<file path="config.mk">
export PLATFORM = sky130hd
export DESIGN_NAME = cache_controller
export DESIGN_NICKNAME = d
export VERILOG_FILES = /design/src/rtl/cache_controller.sv
export SDC_FILE = /design/constraint.sdc
export NUM_CORES = 1
export LEC_CHECK = 0
export BUFFER_PORTS_ARGS = -buffer_cell sky130_fd_sc_hd__buf_2
export CORE_MARGIN = 2
export CORE_UTILIZATION = 51
export CTS_CLUSTER_SIZE = 20
export DETAILED_ROUTE_END_ITERATION = 7
export GPL_ROUTABILITY_DRIVEN = 1
export GPL_TIMING_DRIVEN = 0
export PLACE_DENSITY = 0.8
export SLEW_MARGIN = 30
export SYNTH_ARGS = -nofsm -noshare
export SYNTH_HDL_FRONTEND = slang
export SYNTH_SLANG_ARGS = --single-unit
export TNS_END_PERCENT = 30
</file>
<file path="constraint.sdc">
create_clock -name clk -period 2 [get_ports clk]
set_input_delay 0.2 -clock clk [delete_from_list [all_inputs] [get_ports clk]]
set_output_delay 0.2 -clock clk [all_outputs]
set_load 0.01 [all_outputs]
</file>
<file path="src/rtl/cache_controller.sv">
// Direct-mapped write-back cache controller: a CPU-side request FSM that
// looks up a line, writes back a dirty victim, allocates from memory and
// fills the line. The optional hit/miss statistics counters are enabled by
// defining CACHE_STATS_EN.
module cache_controller #(
  parameter int unsigned INDEX_W = 6,
  parameter int unsigned TAG_W   = 10
) (
  input  logic             clk,
  input  logic             rst_n,
  // CPU side
  input  logic             cpu_req,
  input  logic             cpu_we,
  input  logic [31:0]      cpu_addr,
  input  logic [31:0]      cpu_wdata,
  output logic             cpu_ready,
  output logic [31:0]      cpu_rdata,
  // Cache array side
  input  logic             cache_hit,
  input  logic             cache_dirty,
  input  logic [31:0]      cache_rdata,
  input  logic [TAG_W-1:0] cache_tag,
  output logic             we_cache,
  output logic             set_valid,
  output logic             set_dirty,
  output logic [31:0]      cache_addr,
  output logic [31:0]      cache_wdata,
  // Backing memory side
  output logic             mem_req,
  output logic             mem_we,
  output logic [31:0]      mem_addr,
  output logic [31:0]      mem_wdata,
  input  logic [31:0]      mem_rdata,
  input  logic             mem_ack
`ifdef CACHE_STATS_EN
  ,
  output logic [31:0]      hit_count,
  output logic [31:0]      miss_count
`endif
);

  localparam int unsigned AW = INDEX_W + TAG_W;

  typedef enum logic [2:0] {
    IDLE      = 3'd0,
    COMPARE   = 3'd1,
    WRITEBACK = 3'd2,
    ALLOCATE  = 3'd3,
    FILL      = 3'd4
  } state_e;

  state_e             state_q, state_d;
  logic               we_q, we_d;
  logic [AW-1:0]      addr_q, addr_d;
  logic [31:0]        wdata_q, wdata_d;
  logic [TAG_W-1:0]   wb_tag_q, wb_tag_d;
  logic [31:0]        wb_data_q, wb_data_d;
  logic [31:0]        fill_data_q, fill_data_d;

  logic               cpu_ready_q, cpu_ready_d;
  logic [31:0]        cpu_rdata_q, cpu_rdata_d;
  logic               we_cache_q, we_cache_d;
  logic               set_valid_q, set_valid_d;
  logic               set_dirty_q, set_dirty_d;
  logic [31:0]        cache_addr_q, cache_addr_d;
  logic [31:0]        cache_wdata_q, cache_wdata_d;
  logic               mem_req_q, mem_req_d;
  logic               mem_we_q, mem_we_d;
  logic [31:0]        mem_addr_q, mem_addr_d;
  logic [31:0]        mem_wdata_q, mem_wdata_d;
  logic               hit_inc, miss_inc;

  // Upper address bits carry no tag or index information.
  logic unused_addr;
  assign unused_addr = ^cpu_addr[31:AW];

  // Next-state, capture registers and registered-output values.
  always_comb begin
    state_d       = state_q;
    we_d          = we_q;
    addr_d        = addr_q;
    wdata_d       = wdata_q;
    wb_tag_d      = wb_tag_q;
    wb_data_d     = wb_data_q;
    fill_data_d   = fill_data_q;
    cpu_ready_d   = 1'b0;
    cpu_rdata_d   = 32'd0;
    we_cache_d    = 1'b0;
    set_valid_d   = 1'b0;
    set_dirty_d   = 1'b0;
    cache_wdata_d = 32'd0;
    hit_inc       = 1'b0;
    miss_inc      = 1'b0;
    // The address shown to the array belongs to the state being left, so a
    // registered write strobe always lines up with the latched address.
    cache_addr_d  = (state_q == IDLE) ? 32'(cpu_addr[AW-1:0]) : 32'(addr_q);

    case (state_q)
      IDLE: begin
        if (cpu_req && !cpu_ready_q) begin
          we_d    = cpu_we;
          addr_d  = cpu_addr[AW-1:0];
          wdata_d = cpu_wdata;
          state_d = COMPARE;
        end
      end
      COMPARE: begin
        if (cache_hit) begin
          hit_inc     = 1'b1;
          cpu_ready_d = 1'b1;
          if (we_q) begin
            we_cache_d    = 1'b1;
            set_valid_d   = 1'b1;
            set_dirty_d   = 1'b1;
            cache_wdata_d = wdata_q;
          end else begin
            cpu_rdata_d = cache_rdata;
          end
          state_d = IDLE;
        end else begin
          miss_inc = 1'b1;
          if (cache_dirty) begin
            wb_tag_d  = cache_tag;
            wb_data_d = cache_rdata;
            state_d   = WRITEBACK;
          end else begin
            state_d = ALLOCATE;
          end
        end
      end
      WRITEBACK: begin
        if (mem_ack) state_d = ALLOCATE;
      end
      ALLOCATE: begin
        if (mem_ack) begin
          fill_data_d = mem_rdata;
          state_d     = FILL;
        end
      end
      FILL: begin
        we_cache_d    = 1'b1;
        set_valid_d   = 1'b1;
        set_dirty_d   = we_q;
        cache_wdata_d = we_q ? wdata_q : fill_data_q;
        cpu_ready_d   = 1'b1;
        cpu_rdata_d   = fill_data_q;
        state_d       = IDLE;
      end
      default: state_d = IDLE;
    endcase

    // Memory request follows the state being entered, so it is stable for
    // the whole transaction and drops in the cycle after the final ack.
    mem_req_d   = (state_d == WRITEBACK) || (state_d == ALLOCATE);
    mem_we_d    = (state_d == WRITEBACK);
    mem_addr_d  = 32'd0;
    mem_wdata_d = 32'd0;
    if (state_d == WRITEBACK) begin
      mem_addr_d  = 32'({wb_tag_d, addr_q[INDEX_W-1:0]});
      mem_wdata_d = wb_data_d;
    end else if (state_d == ALLOCATE) begin
      mem_addr_d  = 32'(addr_q);
    end
  end

  // State, capture and output registers.
  always_ff @(posedge clk or negedge rst_n) begin
    if (!rst_n) begin
      state_q       <= IDLE;
      we_q          <= 1'b0;
      addr_q        <= '0;
      wdata_q       <= 32'd0;
      wb_tag_q      <= '0;
      wb_data_q     <= 32'd0;
      fill_data_q   <= 32'd0;
      cpu_ready_q   <= 1'b0;
      cpu_rdata_q   <= 32'd0;
      we_cache_q    <= 1'b0;
      set_valid_q   <= 1'b0;
      set_dirty_q   <= 1'b0;
      cache_addr_q  <= 32'd0;
      cache_wdata_q <= 32'd0;
      mem_req_q     <= 1'b0;
      mem_we_q      <= 1'b0;
      mem_addr_q    <= 32'd0;
      mem_wdata_q   <= 32'd0;
    end else begin
      state_q       <= state_d;
      we_q          <= we_d;
      addr_q        <= addr_d;
      wdata_q       <= wdata_d;
      wb_tag_q      <= wb_tag_d;
      wb_data_q     <= wb_data_d;
      fill_data_q   <= fill_data_d;
      cpu_ready_q   <= cpu_ready_d;
      cpu_rdata_q   <= cpu_rdata_d;
      we_cache_q    <= we_cache_d;
      set_valid_q   <= set_valid_d;
      set_dirty_q   <= set_dirty_d;
      cache_addr_q  <= cache_addr_d;
      cache_wdata_q <= cache_wdata_d;
      mem_req_q     <= mem_req_d;
      mem_we_q      <= mem_we_d;
      mem_addr_q    <= mem_addr_d;
      mem_wdata_q   <= mem_wdata_d;
    end
  end

  assign cpu_ready   = cpu_ready_q;
  assign cpu_rdata   = cpu_rdata_q;
  assign we_cache    = we_cache_q;
  assign set_valid   = set_valid_q;
  assign set_dirty   = set_dirty_q;
  assign cache_addr  = cache_addr_q;
  assign cache_wdata = cache_wdata_q;
  assign mem_req     = mem_req_q;
  assign mem_we      = mem_we_q;
  assign mem_addr    = mem_addr_q;
  assign mem_wdata   = mem_wdata_q;

`ifdef CACHE_STATS_EN
  logic [31:0] hit_cnt_q, hit_cnt_d;
  logic [31:0] miss_cnt_q, miss_cnt_d;

  // Free-running hit/miss counters, wrapping naturally at 32 bits.
  always_comb begin
    hit_cnt_d  = hit_inc  ? hit_cnt_q  + 32'd1 : hit_cnt_q;
    miss_cnt_d = miss_inc ? miss_cnt_q + 32'd1 : miss_cnt_q;
  end

  // Counter registers.
  always_ff @(posedge clk or negedge rst_n) begin
    if (!rst_n) begin
      hit_cnt_q  <= 32'd0;
      miss_cnt_q <= 32'd0;
    end else begin
      hit_cnt_q  <= hit_cnt_d;
      miss_cnt_q <= miss_cnt_d;
    end
  end

  assign hit_count  = hit_cnt_q;
  assign miss_count = miss_cnt_q;
`else
  // Lookup outcome only feeds the statistics counters.
  logic unused_stats;
  assign unused_stats = hit_inc ^ miss_inc;
`endif

endmodule

</file>
* After elaboration in Yosys (flattened, before gate mapping)
Cells that the tools add are included.
** Storage, ports and cells
- Bits of input ports :: 145
- Register bits after elaboration :: 275
- Word-level logic and storage cells :: 58
** Operators by class
- Muxes and demuxes :: 29
- Equal/unequal tests :: 6
- Reductions and logical operators :: 6
** Operator list (number)
- $mux W32 :: 9
- $pmux W32 S2 :: 2
- $mux W16 :: 3
- $mux W10 :: 3
- $eq A3 B2 Y1 const B :: 4
- $pmux W3 S4 :: 1
- $mux W3 :: 3
- $pmux W1 S2 :: 3
- $mux W1 :: 4
- $reduce_and A2 Y1 :: 2
- $eq A3 B1 Y1 const B :: 1
- $eq A3 B3 Y1 const B :: 1
- $logic_not A3 Y1 :: 1
- $mux W2 :: 1
- $logic_and A1 B1 Y1 :: 1
- $logic_not A1 Y1 :: 1
- $logic_or A1 B1 Y1 :: 1

* Logic depth before layout (Yosys ltp)
- Depth in word-level cells :: 7
- Depth in mapped cells :: 7
- Mapped depth without buffers :: 4

* Worst setup path before layout
No wires, ideal clock.
- Kind :: reg2reg
- Start point :: reg state_q[0]
- End point :: reg mem_wdata_q[10], in the netlist mem_wdata[10]
- Buffers on the path :: 2
- Stages on the path, launching flop included :: 7
- Period minus slack after synthesis :: 1749 ps
- Library setup time :: 132 ps
- Data required time :: 1868 ps
- Arrival time :: 1617 ps
- Setup slack :: 251 ps
- Cell sequence :: dfrtp_1 buf_4 and2b_1 nor4b_4 buf_4 mux2_2 nor2b_1
** Between the ends
- Elaborated cells on any way between the ends :: 11
** RTL lines
- start, declared :: line 52 : state_e state_q, state_d;
- start signal, assigned :: line 188 : state_q <= state_d;
- $eq A3 B1 Y1 :: line 98 : case (state_q)
- $mux W32 :: line 98
- named net wb_data_d[10] :: line 57 : logic [31:0] wb_data_q, wb_data_d;
- $mux W32 :: line 158 : if (state_d == WRITEBACK) begin
- named net mem_wdata_d[10] :: line 70 : logic [31:0] mem_wdata_q, mem_wdata_d;
- end signal, assigned :: line 205 : mem_wdata_q <= mem_wdata_d;
- end, declared :: line 70
The timed path passes the listed nets, and every way through them passes these cells.
A chain may end at the register's enable or synchronous reset.

* Final worst setup path
- Start point :: reg state_q[0]
- End point :: reg mem_wdata_q[14], in the netlist mem_wdata[14]
Same word-level chain as after synthesis.

==> flow_summary.ini <==
[timing]
post-route-min-period_ps = 1910
slew_headroom = 0.492
final.period_utilization = 0.954
setup_violations = 0
fmax_ghz = 0.524
fin_ws_ps = 91.6
finalMaxSlewViolations = 0
rsz0062_at_grt = yes
fin_skew_ps = 21.2
tightest_slew_ps = 760
final_hold_viol_count = 0

[placed_design]
routabilityCongestion = 0.851
place_ws_ps = -338
placed_area_mm2 = 0.0116
place_hpwl_um = 16700
port_buffers = 262

[setup_path]
worst-path-max-fanout = 10
crit_required_ps = 2400
reg2reg_from = state_q[0]$_DFF_PN0_
r2r_end = mem_wdata[14]$_DFF_PN0_
cpLargestDelayFamily = buffers and inverters
critPathCaptureType = flip-flop
cpMostUsedCell = buf_4
worstSetupPathType = flip-flop to flip-flop
reg2reg_slack_ps = 90
start_kind = flip-flop
crit_path_max_incr_delay_ps = 370
crit_chain = buf_4 > and2b_1 > nor4b_4 > buf_4 > buf_4 > mux2_2 > nor2b_1
crit_buf_inv = 3
arrival_ps = 2300
cpMaxStageDelayCell = mux2_2
reg2reg_depth = 7

[yosys]
syn_avg_cell_area_um2 = 13.6
ys_types = 29
synth_area_leaders = dfrtp_1 67%, mux2_2 15%, nor2b_1 4.1%
synth_top_area_frac = 0.665
synth_edf_count = 0
yosysWarnings = 0
ys_ff_latch = 259
synth_common_cells = 259 x dfrtp_1, 129 x mux2_2, 98 x nand2_1
syn_area_mm2 = 0.00974
synthCells = 714
ys_async_sr_fraction = 1.00
ys_seq_area_frac = 0.665
yosys.area.top_type = dfrtp_1
yosys.cell_count.top_type = dfrtp_1
synth_flop_cell = dfrtp_1

[clock_tree]
path_clk_slew_ps = 60
htree_levels = 1
cts.sinks = 259
root_buffer = clkbuf_16
cts_tree = built
clock_latency_ps = 530
cts_buffers = 27
clock_path_buffers = 3

[power]
p_clk_frac = 0.265
leakage_nw = 7.14
ir_worst_vdd_mv = 0.910
power.internal_mw = 13.0
power_frac_comb = 0.305
p_per_area_mw_per_mm2 = 1360
seqPwrFrac = 0.429
p_switching_mw = 5.67
swShare = 0.303

[worst_hold_path]
hold-path-endpoint = cpu_ready$_DFF_PN0_
hold_path_class = primary input to flip-flop
hold_path_depth = 3
worstHoldStart = cache_hit

[grt]
grt_max_degree = 89
antenna_found_initial = 0
gr-total-overflow = 0
grt_use_met2 = 0.463
use_met3 = 0.0575
grt_pass1_vias = 7790
top_usage_layer = met2
grt_pass1_wl_um = 41100
track_usage = 0.264
gr-usage-met1 = 0.316

[floorplan]
die_h_um = 142
initial_core_util = 0.521
dieWidth_um = 142
row_count = 50
die_area_mm2 = 0.0202
coreArea_mm2 = 0.0187
io_pins = 311

[finish]
fillers = 1163
seqCellArea_mm2 = 0.00648
nets = 1311
syn2layout_area_growth_pct = 41.2
fin_area_mm2 = 0.0138
multi_input_comb_area_mm2 = 0.00292
layout-drive-gt1-share = 0.430

[drt]
drt-initial-drc-count = 257
wl_per_cell_um = 18.8
vias = 7082
drt-total-wl_um = 26800
route.detailed.drc = 0
routed_via_density = 4.98
ant_nets = 0
dr.pass1.iters = 5

[outcome]
status = complete, no violations

[run]
drv_cap = 0
-- area by class of cell --
cell class	instances	share of cell area
antenna	1	0.000182
buffer	67	0.0324
clock buffer	36	0.0545
clock inverter	14	0.00992
inverter	14	0.00382
multi-input combinational	404	0.212
sequential	259	0.471
tap	234	0.0213
timing repair buffer	393	0.195
-- worst min-delay path, stage by stage --
cell	delay [ps]
buf_2	140
nand3b_1	100
a21oi_2	80
-- through the flow --
step	power, mW	TNS [ps]	hold slack (ps)	std cells	util
after floorplan	11.4	0	-95.6	745	-
after global placement	13.1	-992660	414	1241	0.613
after detailed placement	13.4	-17790	251	1244	0.618
after CTS	18.6	-187	46.7	1419	0.733
after global routing	19.6	-427	61.8	1421	0.735
final	18.7	0	39.9	1422	0.735
-- cell families (layout without fill, tap and decap cells) --
kind of cell,after synthesis,after routing,share of synthesized area
AOI/OAI and AO/OA,48,48,0.0293
xor gates and xnor gates,1,1,0.000899
buffers and inverters,82,524,0.0487
DFF,259,259,0.665
muxes,139,139,0.159
other,1,33,0.000385
and+or+nand+nor,184,184,0.0960
-- power by group through the flow --
| stage | clock [mW] | combinational [mW] | sequential, mW |
|---|---|---|---|
| after floorplan | 0 | 3.15 | 8.24 |
| after global placement | 0 | 5.15 | 7.95 |
| after detailed placement | 0 | 5.35 | 8.04 |
| after CTS | 5.00 | 5.62 | 7.97 |
| after global routing | 5.24 | 6.18 | 8.22 |
| final | 4.96 | 5.70 | 8.02 |
-- timing repair --
item | 4_1_cts | 5_1_grt
pin swaps | 2 | 1
hold buffers | 124 | 0
hold endpoints to repair | 261 | 0
endpoints found under the setup margin | 159 | 103
setup buffers | 2 | 2
resized for setup | 12 | 11
-- layer usage --
metal	wire, um	vias up	part of all wire
met5	0	-	0
met4	943	0	0.035
met3	1800	67	0.067
met2	13700	276	0.51
met1	10400	3542	0.39
li1	-	3197	-
-- worst max-delay path by stage --
stage,startpoint,to,slack (ps),cells after the start
after CTS,state_q[1]$_DFF_PN0_,wdata_q[29]$_DFFE_PN0P_,-20,5
after floorplan,state_q[0]$_DFF_PN0_,mem_wdata[10]$_DFF_PN0_,250,6
after global routing,state_q[0]$_DFF_PN0_,mem_addr[14]$_DFF_PN0_,-70,8
after global placement,rst_n,addr_q[8]$_DFFE_PN0P_,-3800,1
after detailed placement,state_q[1]$_DFF_PN0_,cache_wdata[0]$_DFF_PN0_,-340,5
final,state_q[0]$_DFF_PN0_,mem_wdata[14]$_DFF_PN0_,90,7
-- flip-flops by register name, indices dropped and copies added (netlist names), 3 cells and up --
register     count
fill_data_q     32
cache_wdata     32
state_q          3
mem_wdata       32
cpu_rdata       32
mem_addr        16
wb_data_q       32
wdata_q         32
addr_q          16
wb_tag_q        10
cache_addr      16
-- cells in the final DEF (no fill, tap or decap), types with 2 or more instances in the layout --
master           n
nor2_1           5
and2_1           6
inv_6            2
dfrtp_1        259
buf_4           44
a21oi_1         33
mux2i_1          9
buf_2          271
bufinv_16        2
o2bb2ai_1       10
conb_1          32
dlygate4sd3_1  124
clkbuf_2         7
buf_8            2
buf_16           3
inv_1           14
mux2_2         129
a22oi_1          2
clkbuf_8         4
clkinvlp_4       2
clkinv_2         7
nand2_1         97
nor2b_1         64
clkbuf_16       27
clkbuf_1        12
nor3b_2          2
nand3b_1         2
No activity file was read; power rests on OpenSTA's default activity.
